`config.mk`:
```
export PLATFORM = sky130hd
export DESIGN_NAME = multiplier_pipe
export DESIGN_NICKNAME = d
export VERILOG_FILES = /design/src/rtl/mult_pkg.sv /design/src/rtl/mult_pipe_stage.sv /design/src/rtl/multiplier_pipe.sv
export SDC_FILE = /design/constraint.sdc
export NUM_CORES = 2
export LEC_CHECK = 0
export CORE_UTILIZATION = 50
export DETAILED_ROUTE_END_ITERATION = 10
export PLACE_DENSITY_LB_ADDON = 0.25
export SETUP_SLACK_MARGIN = 0.3
export SKIP_LAST_GASP = 1
export SYNTH_ARGS = -nofsm -noshare
export SYNTH_HDL_FRONTEND = slang
export SYNTH_SLANG_ARGS = --single-unit
```
`constraint.sdc`:
```
create_clock -name clk -period 12.9 [get_ports clk]
set_input_delay 2.58 -clock clk [delete_from_list [all_inputs] [get_ports clk]]
set_output_delay 2.58 -clock clk [all_outputs]
set_load 0.01 [all_outputs]
```
`src/rtl/mult_pkg.sv`:
```
// ---------------------------------------------------------------------------
// mult_pkg
//   Shared constants for the elastic pipelined multiplier.
//   - Legal range of the pipeline depth.
//   - Widths of the two beat records moving through the pipe:
//       operand record : {signed, tag, a, b}  (held by slice 0)
//       product record : {tag, product}       (held by slices 1..N-1)
//   The signed flag is consumed by the multiply between slices 0 and 1.
//   No slice after that needs it, so the product record does not carry it.
// ---------------------------------------------------------------------------
package mult_pkg;

   localparam int MULT_MIN_STAGES = 2;
   localparam int MULT_MAX_STAGES = 8;
   localparam int MULT_SIGN_W     = 1;

   // Operand record: sign-mode bit, tag, operand A, operand B.
   function automatic int mult_opnd_rec_w(input int data_w, input int tag_w);
      return MULT_SIGN_W + tag_w + 2 * data_w;
   endfunction

   // Product record: tag, full-width product.
   function automatic int mult_prod_rec_w(input int data_w, input int tag_w);
      return tag_w + 2 * data_w;
   endfunction

endpackage

```
`src/rtl/mult_pipe_stage.sv`:
```
// ---------------------------------------------------------------------------
// mult_pipe_stage
//   Elastic register slice: one valid bit plus a payload register.
//   Ports:
//     clk        rising-edge clock
//     rst_n      asynchronous active-low reset (clears valid and payload)
//     i_advance  slice may take a new beat this cycle (empty or downstream
//                is advancing); computed by the owner of the chain
//     i_valid    upstream beat valid
//     i_data     upstream payload
//     o_valid    slice holds a valid beat
//     o_data     held payload
//   The payload only loads on a real beat, so a bubble passing through
//   never disturbs the data visible downstream.
// ---------------------------------------------------------------------------
module mult_pipe_stage
   import mult_pkg::*;
#(
   parameter int WIDTH = 8
) (
   input  logic             clk,
   input  logic             rst_n,
   input  logic             i_advance,
   input  logic             i_valid,
   input  logic [WIDTH-1:0] i_data,
   output logic             o_valid,
   output logic [WIDTH-1:0] o_data
);

   logic             r_valid;
   logic [WIDTH-1:0] r_data;

   always_ff @(posedge clk or negedge rst_n) begin
      if (!rst_n) begin
         r_valid <= 1'b0;
         r_data  <= '0;
      end else if (i_advance) begin
         r_valid <= i_valid;
         if (i_valid) begin
            r_data <= i_data;
         end
      end
   end

   assign o_valid = r_valid;
   assign o_data  = r_data;

endmodule

```
`src/rtl/multiplier_pipe.sv`:
```
// ---------------------------------------------------------------------------
// multiplier_pipe
//   Elastic pipelined multiplier with per-beat signed/unsigned mode, a
//   sideband tag, full valid/ready backpressure and bubble collapsing.
//   Slice 0 registers operands, the multiply sits between slice 0 and
//   slice 1, and slices 2..PIPE_STAGES-1 are plain delay slices.
//   Ports:
//     clk, rst_n            clock, asynchronous active-low reset
//     in_valid/in_ready     operand handshake
//     in_a, in_b            operands (DATA_WIDTH each)
//     in_signed             1: two's complement operands, 0: unsigned
//     in_tag                sideband tag returned with the product
//     out_valid/out_ready   product handshake
//     out_prod              2*DATA_WIDTH product
//     out_tag               tag of this product
//     busy                  any slice holds a valid beat
// ---------------------------------------------------------------------------
module multiplier_pipe
   import mult_pkg::*;
#(
   parameter int DATA_WIDTH  = 32,
   parameter int PIPE_STAGES = 3,
   parameter int TAG_WIDTH   = 4
) (
   input  logic                    clk,
   input  logic                    rst_n,
   input  logic                    in_valid,
   output logic                    in_ready,
   input  logic [DATA_WIDTH-1:0]   in_a,
   input  logic [DATA_WIDTH-1:0]   in_b,
   input  logic                    in_signed,
   input  logic [TAG_WIDTH-1:0]    in_tag,
   output logic                    out_valid,
   input  logic                    out_ready,
   output logic [2*DATA_WIDTH-1:0] out_prod,
   output logic [TAG_WIDTH-1:0]    out_tag,
   output logic                    busy
);

   localparam int OW = mult_opnd_rec_w(DATA_WIDTH, TAG_WIDTH);
   localparam int PW = mult_prod_rec_w(DATA_WIDTH, TAG_WIDTH);

   generate
      if (PIPE_STAGES < MULT_MIN_STAGES || PIPE_STAGES > MULT_MAX_STAGES) begin : g_bad_depth
         $fatal(1, "multiplier_pipe: PIPE_STAGES=%0d outside %0d..%0d",
                PIPE_STAGES, MULT_MIN_STAGES, MULT_MAX_STAGES);
      end
   endgenerate

   logic [PIPE_STAGES-1:0] w_valid;
   logic [PIPE_STAGES-1:0] w_adv;

   // A slice advances if it is empty or everything after it advances.
   // Unrolled as a running OR from the output end: slice k advances when
   // out_ready is high or any slice j >= k is empty. This is what collapses
   // bubbles under a stall.
   always_comb begin
      logic w_run;
      w_run = out_ready;
      w_adv = '0;
      for (int k = PIPE_STAGES - 1; k >= 0; k--) begin
         w_run    = w_run | ~w_valid[k];
         w_adv[k] = w_run;
      end
   end

   // ---- slice 0: operand record ----
   logic [OW-1:0]         w_s0_data;
   logic                  w_s0_signed;
   logic [TAG_WIDTH-1:0]  w_s0_tag;
   logic [DATA_WIDTH-1:0] w_s0_a;
   logic [DATA_WIDTH-1:0] w_s0_b;

   mult_pipe_stage #(.WIDTH(OW)) u_stage0 (
      .clk       (clk),
      .rst_n     (rst_n),
      .i_advance (w_adv[0]),
      .i_valid   (in_valid),
      .i_data    ({in_signed, in_tag, in_a, in_b}),
      .o_valid   (w_valid[0]),
      .o_data    (w_s0_data)
   );

   assign {w_s0_signed, w_s0_tag, w_s0_a, w_s0_b} = w_s0_data;

   // ---- multiply between slice 0 and slice 1 ----
   // Extending both operands to 2W and keeping the low 2W bits of the
   // product gives the exact signed or unsigned result.
   logic [2*DATA_WIDTH-1:0] w_ext_a;
   logic [2*DATA_WIDTH-1:0] w_ext_b;
   logic [2*DATA_WIDTH-1:0] w_prod;

   assign w_ext_a = w_s0_signed ? {{DATA_WIDTH{w_s0_a[DATA_WIDTH-1]}}, w_s0_a}
                                : {{DATA_WIDTH{1'b0}}, w_s0_a};
   assign w_ext_b = w_s0_signed ? {{DATA_WIDTH{w_s0_b[DATA_WIDTH-1]}}, w_s0_b}
                                : {{DATA_WIDTH{1'b0}}, w_s0_b};
   assign w_prod  = w_ext_a * w_ext_b;

   // ---- slices 1..PIPE_STAGES-1: product record ----
   logic [PW-1:0] w_data [1:PIPE_STAGES-1];

   genvar gi;
   generate
      for (gi = 1; gi < PIPE_STAGES; gi++) begin : g_stage
         logic [PW-1:0] w_in;
         if (gi == 1) begin : g_first
            assign w_in = {w_s0_tag, w_prod};
         end else begin : g_delay
            assign w_in = w_data[gi-1];
         end

         mult_pipe_stage #(.WIDTH(PW)) u_stage (
            .clk       (clk),
            .rst_n     (rst_n),
            .i_advance (w_adv[gi]),
            .i_valid   (w_valid[gi-1]),
            .i_data    (w_in),
            .o_valid   (w_valid[gi]),
            .o_data    (w_data[gi])
         );
      end
   endgenerate

   assign in_ready            = w_adv[0];
   assign out_valid           = w_valid[PIPE_STAGES-1];
   assign {out_tag, out_prod} = w_data[PIPE_STAGES-1];
   assign busy                = |w_valid;

endmodule
```
==> results by group <==
CTS
  • # Post-CTS Setup Buffers: 0
  • Clock Latency Late Sink: 0.62 ns
  • # resized after CTS: 0
  • CTS root buf: clkbuf_16
  • Num Clock Sinks: 208
  • TritonCTS Buffers: 26
  • Max clock buf depth: 3
  • Worst-path clk slew: 0.07 ns
  • H-tree depth: 1
  • CTS tree: yes
  • Post-CTS Hold Buffers: 0

Critical path
  • Worst EP arrival: 10.47 ns
  • Crit. Startpoint: u_stage0.o_data[68]
  • Crit. End Element: register
  • FF-to-FF Start: u_stage0.o_data[68]
  • Crit path max-delay family: adder cells
  • CP Depth: 28
  • Cell mode on critical path: fa_1
  • Worst Path Buf+Inv: 6
  • Delay of the slowest cell on the worst path: 0.68 ns
  • CP Max Fanout: 22
  • Critical Path Slowest Stage Cell: dfrtp_1
  • WS Path Type: register to register
  • Setup crit start kind: register
  • Required @ worst endpoint: 13.31 ns
  • Worst r2r path cells: 28

Synth
  • #FFs+latches synth: 208
  • Post-synth ARST share: 100.0%
  • Syn_area_per_cell: 9.805 sq um
  • Post-synth EDFFs: 0
  • Synth top area cells: fa_1, inv_1, dfrtp_1
  • Syn nets: 7474
  • Post-synth top area share: 50.88%
  • Top_reg_cell synth: dfrtp_1
  • Synth area leader: fa_1
  • Mapped Cells: 5674
  • Sequential area share after synthesis: 9.356%
  • Mapped Area: 55630 sq um
  • Cell variety after synth: 70
  • Syn. warnings: 0

STA
  • Final period util: 78.05%
  • Minimum clock period after layout: 10.07 ns
  • Final setup viols: 0
  • Setup ws final: 2.831 ns
  • Unrepaired setup endpoints after global routing: no
  • Rel. slew slack: 15.56%
  • Worst-Margin Slew: 1.267 ns
  • Fmax achieved: 99.32 MHz
  • Total Neg Setup Slack: 0 ns
  • Final hold violation count: 0
  • Clk_skew: 0.05410 ns
  • Max Transition Viols Final: 0

GRT
  • GRT overflow: 0
  • GRT Util Overall: 29.17%
  • Initial antenna violation count: 8
  • Pin count of the biggest net entering global routing: 93
  • Vias in the first global route: 41610
  • First-pass GRT wire length: 247100 um

Route
  • Detailed-route vias per instance: 5.313
  • Initial DRC count: 2979
  • Avg WL per Cell: 21.97 um
  • Antenna violation net count after detailed routing: 0
  • Vias: 38004
  • DRC violations left: 2
  • DRT Wirelength: 157200 um
  • Drt first pass iters: 9

Floorplan
  • Die Span X: 335.6 um
  • Initial cell density of the core: 50.34%
  • Chip height: 335.6 um
  • Top-Level Pins: 144
  • Row cnt: 122
  • Die area: 112600 sq um
  • Core ar.: 110500 sq um

Cells and area
  • Filler cells: 10132
  • Area grow syn2layout: 6.743%
  • Design area: 59380 sq um
  • Share of layout cells above drive strength 1: 4.944%
  • Final nets: 7447

Placed design
  • Hpwl dp: 127600 um
  • Area post-placement: 58480 sq um
  • GPL Wtd Cong: 0.9743
  • DP Worst Slack: 2.937 ns
  • Number of port buffers: 143

Hold path
  • Worst hold path depth: 2
  • Hold path start: g_stage[1].u_stage.o_data[0]
  • Min-delay worst type: register to register

Run status
  • Failing checks: DRC
  • Status: finished, violations left

Job
  • # Max-Cap Violations: 0
==> layout by cell type (no fill, tap or decap), drive strengths merged, types with 18 or more instances in the layout <==
cell,Yosys,final
o21ai,83,83
xor2,31,31
nand2,636,636
nand4,19,19
o21bai,18,18
fa,1414,1414
clkdlybuf4s50,0,142
ha,313,313
clkbuf,241,31
inv,1527,1528
mux2,138,138
and2,570,570
buf,34,78
nand3,22,22
nor2,49,49
and3,35,35
a21oi,91,91
dfrtp,208,208
a21o,33,33
xnor2,90,90
==> final cells by class <==
cell class              instances  area (sq um)  area share, %
diodes                          1         2.502       0.004214
clock buffers                  31         679.4          1.144
clock inverters                14         220.2         0.3708
inverters                    1527          5732          9.652
multi-input cells            3664         43660          73.52
flip-flops and latches        208          5214          8.780
well taps                    1488          1862          3.135
repair buffers                220          2014          3.392
==> final timing paths <==
check / endpoint / slack (ns)
min in group asynchronous: u_stage0.o_data[50] / 1.98
worst max-delay path: g_stage[1].u_stage.o_data[63] / 2.83
worst min register to register: g_stage[1].u_stage.o_data[0] / 0.47
worst max register to register: g_stage[1].u_stage.o_data[63] / 2.83
worst min-delay path: g_stage[1].u_stage.o_data[0] / 0.47
max in group asynchronous: g_stage[1].u_stage.o_data[58] / 9.38
==> metrics by stage <==
stage / util (%) / hold WS [ns] / std cells
after detailed placement: 52.92 / 0.4586 / 7107
after CTS: 53.73 / 0.4720 / 7152
final: 53.73 / 0.4662 / 7153
after global routing: 53.73 / 0.4909 / 7152
after floorplan: - / 0.4331 / 5674
after global placement: 52.92 / 0.4514 / 7107
==> sequential cells by signal (all words and copies together) (netlist names) <==
register,count
g_stage.u_stage.o_data,136
u_stage0.o_data,69
g_stage.u_stage.o_valid,2
u_stage0.o_valid,1
==> Yosys cell counts, drive strengths merged, types with 4 or more instances <==
cell type and n:
inv 1527, fa 1414, nand2 636, and2 570, ha 313, clkbuf 241, dfrtp 208, mux2 138
a21oi 91, xnor2 90, o21ai 83, nor2 49, and3 35, buf 34, a21o 33, xor2 31
nand3 22, nand4 19, o21bai 18, nand2b 9, nor3 9, o211ai 8, a211oi 7, a31oi 7
o31ai 6, a221o 5, a21boi 4, a221oi 4, a31o 4, nor2b 4, o21a 4, or3 4
==> layer usage <==
layer  share of wire (%)  global-route usage (%)
met5              0.0083                       0
met4                 2.9                   7.287
met3                 9.9                   6.254
met2                  43                   44.06
met1                  44                   42.82
==> worst min-delay path, stage by stage, from the launching register on <==
cell,delay [ns]
dfrtp_1,0.33
nand2_1,0.05
nand2_1,0.05
==> cell families after synthesis <==
| group | Yosys count | share of synthesized area, % |
|---|---|---|
| buffers and inverters | 1802 | 12.20 |
| adders and majority gates | 1728 | 57.94 |
| and+or+nand+nor | 1372 | 12.32 |
| AOI/OAI and AO/OA | 303 | 3.457 |
| DFF | 208 | 9.356 |
| muxes | 140 | 2.829 |
| xor gates and xnor gates | 121 | 1.905 |
Power is left out: the tool's default activity adds up to more than one toggle a clock period on the data nets, which glitch-free logic cannot reach.
